## src/rtl/pulse_chain_seq.sv

```systemverilog
// rtl/pulse_chain_seq.sv - N-channel delay/pulse sequencer with chained or parallel triggering.
// Optional repeat-count feature enabled by defining PULSE_CHAIN_SEQ_REPEAT_EN.
module pulse_chain_seq #(
  parameter int N_CH  = 8,
  parameter int CNT_W = 18,
  parameter int PRE_W = 5
) (
  input  logic             clk,
  input  logic             rst,
  input  logic             cfg_we,
  input  logic [3:0]       cfg_ch,
  input  logic [1:0]       cfg_sel,
  input  logic [CNT_W-1:0] cfg_data,
  input  logic             start,
  input  logic             abort,
  output logic [N_CH-1:0]  ch_out,
  output logic             busy,
  output logic             seq_done
);

  typedef enum logic [1:0] {IDLE, DELAY, PULSE} st_t;

  logic [CNT_W-1:0] sh_dly [N_CH];
  logic [CNT_W-1:0] sh_wid [N_CH];
  logic [PRE_W-1:0] sh_pre [N_CH];
  logic [N_CH-1:0]  sh_en, sh_mode;
  logic [CNT_W-1:0] wk_dly [N_CH];
  logic [CNT_W-1:0] wk_wid [N_CH];
  logic [PRE_W-1:0] wk_pre [N_CH];
  logic [N_CH-1:0]  wk_en, wk_mode;
  logic [CNT_W-1:0] e_dly [N_CH];
  logic [CNT_W-1:0] e_wid [N_CH];
  logic [PRE_W-1:0] e_pre [N_CH];
  logic [N_CH-1:0]  e_en, e_mode;

  st_t              st_q [N_CH];
  st_t              st_d [N_CH];
  logic [CNT_W-1:0] tick_q [N_CH];
  logic [CNT_W-1:0] tick_d [N_CH];
  logic [PRE_W-1:0] pre_q [N_CH];
  logic [PRE_W-1:0] pre_d [N_CH];
  logic [N_CH-1:0]  out_d, done, trig, chain_q, chain_d, flags, flags_d;

  logic abort_now, all_done, accept, rerun, seq_end, run_start, more_runs;

  assign abort_now = abort && busy;
  assign all_done  = &flags;
  assign accept    = start && !busy && !abort;
  assign rerun     = busy && !abort && all_done && more_runs;
  assign seq_end   = busy && !abort && all_done && !more_runs;
  assign run_start = accept || rerun;

  always_ff @(posedge clk or posedge rst) begin
    if (rst) begin
      for (int k = 0; k < N_CH; k++) begin
        sh_dly[k] <= '0; sh_wid[k] <= '0; sh_pre[k] <= '0;
        wk_dly[k] <= '0; wk_wid[k] <= '0; wk_pre[k] <= '0;
      end
      sh_en <= '0; sh_mode <= '0; wk_en <= '0; wk_mode <= '0;
    end else begin
      for (int k = 0; k < N_CH; k++) begin
        if (cfg_we && cfg_ch == 4'(k)) begin
          case (cfg_sel)
            2'd0: sh_dly[k] <= cfg_data;
            2'd1: sh_wid[k] <= cfg_data;
            2'd2: begin
              sh_en[k]   <= cfg_data[PRE_W+1];
              sh_mode[k] <= cfg_data[PRE_W];
              sh_pre[k]  <= cfg_data[PRE_W-1:0];
            end
            default: ;
          endcase
        end
        if (accept) begin
          wk_dly[k] <= sh_dly[k]; wk_wid[k] <= sh_wid[k]; wk_pre[k] <= sh_pre[k];
        end
      end
      if (accept) begin
        wk_en <= sh_en; wk_mode <= sh_mode;
      end
    end
  end

`ifdef PULSE_CHAIN_SEQ_REPEAT_EN
  logic [15:0] rep_sh, rep_cnt;
  always_ff @(posedge clk or posedge rst) begin
    if (rst) begin
      rep_sh  <= '0;
      rep_cnt <= '0;
    end else begin
      if (cfg_we && cfg_sel == 2'd3) rep_sh <= cfg_data[15:0];
      if (accept) rep_cnt <= rep_sh;
      else if (rerun) rep_cnt <= rep_cnt - 16'd1;
    end
  end
  assign more_runs = (rep_cnt != 16'd0);
`else
  assign more_runs = 1'b0;
`endif

  // Shadow config takes effect at the very edge a run is accepted.
  always_comb begin
    e_en   = accept ? sh_en : wk_en;
    e_mode = accept ? sh_mode : wk_mode;
    for (int k = 0; k < N_CH; k++) begin
      e_dly[k] = accept ? sh_dly[k] : wk_dly[k];
      e_wid[k] = accept ? sh_wid[k] : wk_wid[k];
      e_pre[k] = accept ? sh_pre[k] : wk_pre[k];
    end
  end

  always_comb begin
    done    = '0;
    trig    = '0;
    chain_d = '0;
    out_d   = ch_out;
    for (int k = 0; k < N_CH; k++) begin
      st_d[k]   = st_q[k];
      tick_d[k] = tick_q[k];
      pre_d[k]  = pre_q[k];
      trig[k]   = (e_mode[k] || k == 0) ? run_start : (busy && !run_start && chain_q[k]);
      case (st_q[k])
        IDLE: if (trig[k]) begin
          if (!e_en[k]) done[k] = 1'b1;
          else if (run_start || !flags[k]) begin
            pre_d[k] = e_pre[k];
            if (e_dly[k] != '0) begin
              st_d[k] = DELAY; tick_d[k] = e_dly[k];
            end else if (e_wid[k] != '0) begin
              st_d[k] = PULSE; tick_d[k] = e_wid[k]; out_d[k] = 1'b1;
            end else done[k] = 1'b1;
          end
        end
        DELAY: if (pre_q[k] != '0) pre_d[k] = pre_q[k] - PRE_W'(1);
        else begin
          pre_d[k] = wk_pre[k];
          if (tick_q[k] != CNT_W'(1)) tick_d[k] = tick_q[k] - CNT_W'(1);
          else if (wk_wid[k] != '0) begin
            st_d[k] = PULSE; tick_d[k] = wk_wid[k]; out_d[k] = 1'b1;
          end else begin
            st_d[k] = IDLE; done[k] = 1'b1;
          end
        end
        PULSE: if (pre_q[k] != '0) pre_d[k] = pre_q[k] - PRE_W'(1);
        else begin
          pre_d[k] = wk_pre[k];
          if (tick_q[k] != CNT_W'(1)) tick_d[k] = tick_q[k] - CNT_W'(1);
          else begin
            st_d[k] = IDLE; out_d[k] = 1'b0; done[k] = 1'b1;
          end
        end
        default: st_d[k] = IDLE;
      endcase
    end
    for (int k = 1; k < N_CH; k++) chain_d[k] = done[k-1];
    // Disabled channels count as complete from the start of each run.
    flags_d = run_start ? (~e_en | done) : (flags | done);
  end

  always_ff @(posedge clk or posedge rst) begin
    if (rst) begin
      for (int k = 0; k < N_CH; k++) begin
        st_q[k] <= IDLE; tick_q[k] <= '0; pre_q[k] <= '0;
      end
      ch_out <= '0; chain_q <= '0; flags <= '0; busy <= 1'b0; seq_done <= 1'b0;
    end else if (abort_now) begin
      for (int k = 0; k < N_CH; k++) st_q[k] <= IDLE;
      ch_out <= '0; chain_q <= '0; flags <= '0; busy <= 1'b0; seq_done <= 1'b0;
    end else begin
      for (int k = 0; k < N_CH; k++) begin
        st_q[k] <= st_d[k]; tick_q[k] <= tick_d[k]; pre_q[k] <= pre_d[k];
      end
      ch_out   <= out_d;
      seq_done <= seq_end;
      if (seq_end) begin
        busy <= 1'b0; flags <= '0; chain_q <= '0;
      end else begin
        flags   <= flags_d;
        chain_q <= chain_d;
        if (run_start) busy <= 1'b1;
      end
    end
  end

endmodule

```

## config.mk

```make
export PLATFORM = sky130hd
export DESIGN_NAME = pulse_chain_seq
export DESIGN_NICKNAME = d
export VERILOG_FILES = /design/src/rtl/pulse_chain_seq.sv
export SDC_FILE = /design/constraint.sdc
export NUM_CORES = 2
export LEC_CHECK = 0
export ABC_AREA = 1
export CORE_ASPECT_RATIO = 1.2
export CORE_MARGIN = 3
export CORE_UTILIZATION = 50
export DETAILED_ROUTE_END_ITERATION = 6
export PLACE_DENSITY_LB_ADDON = 0.08
export SLEW_MARGIN = 20
export SYNTH_ARGS = -nofsm -noshare
export SYNTH_HDL_FRONTEND = slang
export SYNTH_SLANG_ARGS = --single-unit
```

## constraint.sdc

```tcl
create_clock -name clk -period 76.8 [get_ports clk]
set_input_delay 23.04 -clock clk [delete_from_list [all_inputs] [get_ports clk]]
set_output_delay 23.04 -clock clk [all_outputs]
set_load 0.1 [all_outputs]
```

==> metrics.txt <==
Critical Path Max Stage Delay 0.73 ns; core area 0.09099 mm^2; Most used DFF post-synth dfrtp_1; Clock Tree Buf Depth 3; Worst Setup Start Kind primary input; Worst Path Required 77.31 ns; critical path peak fanout 166; Die Area 0.09565 mm^2; WL/cell 18.57 um; Slew HR 28.43%; Post-synth top cells nand2_1, dfrtp_1, inv_1, o21ai_0, nor2_1; Synth Net Count 6035; Lkg Pwr 25.07 nW; DR vias 39010; status complete, no violations; Post-CTS Hold Buffers 0; Worst Path Arrival 28.23 ns; Final min period 27.72 ns; vias in the first global route 37470; Final Hold Vio Count 0; DRT Pass-1 Iters 6; crit path capture type flop; Fmax 0.03608 GHz; Min-Delay Path Class flop to flop; clock sinks 910; remaining antenna violation count after routing 0; top-area cell type share of the netlist area 49.52%; initial antenna violation count 11; final worst slack 49.08 ns; setup violators final 0; Power Dens Cells 41.24 mW/mm^2; Chip Width 282.8 um; H-tree lvl count 3; effective utilization at floorplan 50.54%; CTS tree built; Worst path slowest cell buf_4; clock buffer count from CTS 96; Tot GR Track Use 28.12%; RSZ-0062 raised after global routing no; hold path depth 2; cell family with the largest share of critical-path delay buffers and inverters; clk root buf clkbuf_16; I/O Pins 39; ys async rst share 100.0%; post-synthesis sequential area ratio 49.52%; leading area contributor after synthesis dfrtp_1; cells along the critical path clkdlybuf4s50_1, nor2_4, nand2_8, buf_4, buf_12, buf_4, nand2_1, o21ai_0, nand2_1, nor2_1, nand2_1, nor2_1, nand2_1, inv_2, nand3_2, nand2_4, inv_2, nand3_1, o21ai_0; # nets final 5980; Crit path depth 19; Distinct cells, synth 49; Final Skew 0.01891 ns; initial drt markers 3960; Clock transition at path regs 0.07 ns; Post-Synthesis Cells 5947; CP Class primary input to flop; Hold Slack 0.4742 ns; CP bufs+invs 6; Setup WS pre-CTS 48.46 ns; gpl congestion 0.8876; post-synthesis cell area 0.04598 mm^2; WL final 133700 um; cell with the most instances on the worst path nand2_1; Setup TNS 0 ns; Area contributors post-synth dfrtp_1, nand2_1, o21ai_0; Post-synth EDFFs 0; reg2reg path depth 19; Slew Limit Fails 0; Area growth, synth to finish 9.834%; residual DRC count 0; Seq cells post-synth 910; first-pass GRT wire length 212900 um; Max Cap Violations 0; HPWL after DPL 88350 um; ratio of cells with drive above 1 in the final layout 4.893%; worst-margin pin slew 1.074 ns; Clock Latency Late Sink 0.66 ns; post-CTS setup buffer count 0; Ys Warns 0; via density per instance 5.418; I/O Buffers 38; post-cts resize count 0; Mean Syn Cell Area 7.732 um^2; largest net degree at the start of global routing 171; leading cell type by number of instances after synthesis nand2_1; Peak VDD IR 25.33 uV; fin crit share 36.09%; Cell Rows 121; die span in y 338.2 um; GRT Residual Overflow 0
-- tightest hold or removal path, delay by kind of cell, from the launching register on --
family / cells / cell delay, ns
flops: 1 / 0.34
simple gates: 2 / 0.10
-- state kept, by name (all words and copies together), names as in the netlist, 7 cells and up --
name	cells
ch_out	8
chain_q	7
flags	8
pre_q	40
sh_dly	144
sh_en	8
sh_mode	7
sh_pre	40
sh_wid	144
st_q	16
tick_q	144
wk_dly	144
wk_en	7
wk_mode	7
wk_pre	40
wk_wid	144
-- metal layers --
metal / routed length [um] / vias to the layer above / GRT usage [%]
met5: 0 / - / 0
li1: - / 19080 / -
met1: 59940 / 18660 / 40.01
met3: 7298 / 212 / 3.552
met2: 62820 / 1057 / 45.09
met4: 3629 / 0 / 8.459
-- through the flow --
step / util (%) / std cells / power [mW] / instance area (um^2)
after CTS: 55.48 / 7198 / 2.086 / 50480
after floorplan: - / 5947 / 1.358 / 45980
after global routing: 55.50 / 7198 / 2.244 / 50500
after global placement: 51.82 / 7024 / 1.582 / 47150
after detailed placement: 51.84 / 7024 / 1.591 / 47170
final: 55.51 / 7200 / 2.083 / 50500
-- worst paths after layout --
kind | start | to | slack, ns
setup / recovery | abort | tick_q[54] | 49.08
hold / removal | ch_out[0] | ch_out[0] | 0.47
setup reg to reg | busy | tick_q[54] | 71.43
hold reg to reg | ch_out[0] | ch_out[0] | 0.47
max in group asynchronous | rst | wk_dly[53] | 50.65
min in group asynchronous | rst | tick_q[138] | 22.90
-- cell type report --
| class | count | area [um^2] |
|---|---|---|
| Inverter | 703 | 2646 |
| Clock buffer | 138 | 2845 |
| Multi-Input combinational cell | 4085 | 19390 |
| Fill cell | 8621 | 40490 |
| Clock inverter | 36 | 461.7 |
| Antenna cell | 2 | 5.005 |
| Timing Repair Buffer | 96 | 840.8 |
| Sequential cell | 910 | 22770 |
| Tap cell | 1230 | 1539 |
-- power by group --
part	internal [mW]	total (mW)	switching, mW
clock	0.291	0.488	0.198
sequential	0.624	0.721	0.0964
combinational	0.276	0.874	0.598
total	1.19	2.08	0.892
-- cells by family after synthesis --
family                     Yosys count  share of synthesized area (%)
DFF                                910                          49.52
adders and majority gates           59                          1.605
and+or+nand+nor                   2750                          24.49
xor gates and xnor gates           114                          2.171
AOI/OAI and AO/OA                 1162                          13.79
buffers and inverters              952                          8.416
-- layout by cell type (no fill, tap or decap), types with 18 or more instances in the layout --
cell type,n
a21oi_1,108
nor3_1,65
o21ai_1,172
inv_1,679
nand4_1,86
clkbuf_8,20
a31oi_1,49
clkbuf_16,100
clkbuf_1,18
o21ai_0,675
o221ai_1,43
nand2_1,1779
inv_2,19
xnor2_1,23
nor2_1,436
ha_1,59
nand3b_1,20
buf_4,56
nand3_1,292
o211ai_1,68
dfrtp_1,910
xor2_1,91
clkdlybuf4s50_1,38
clkinv_2,21
Note: power is estimated with default switching activity, not from simulation.
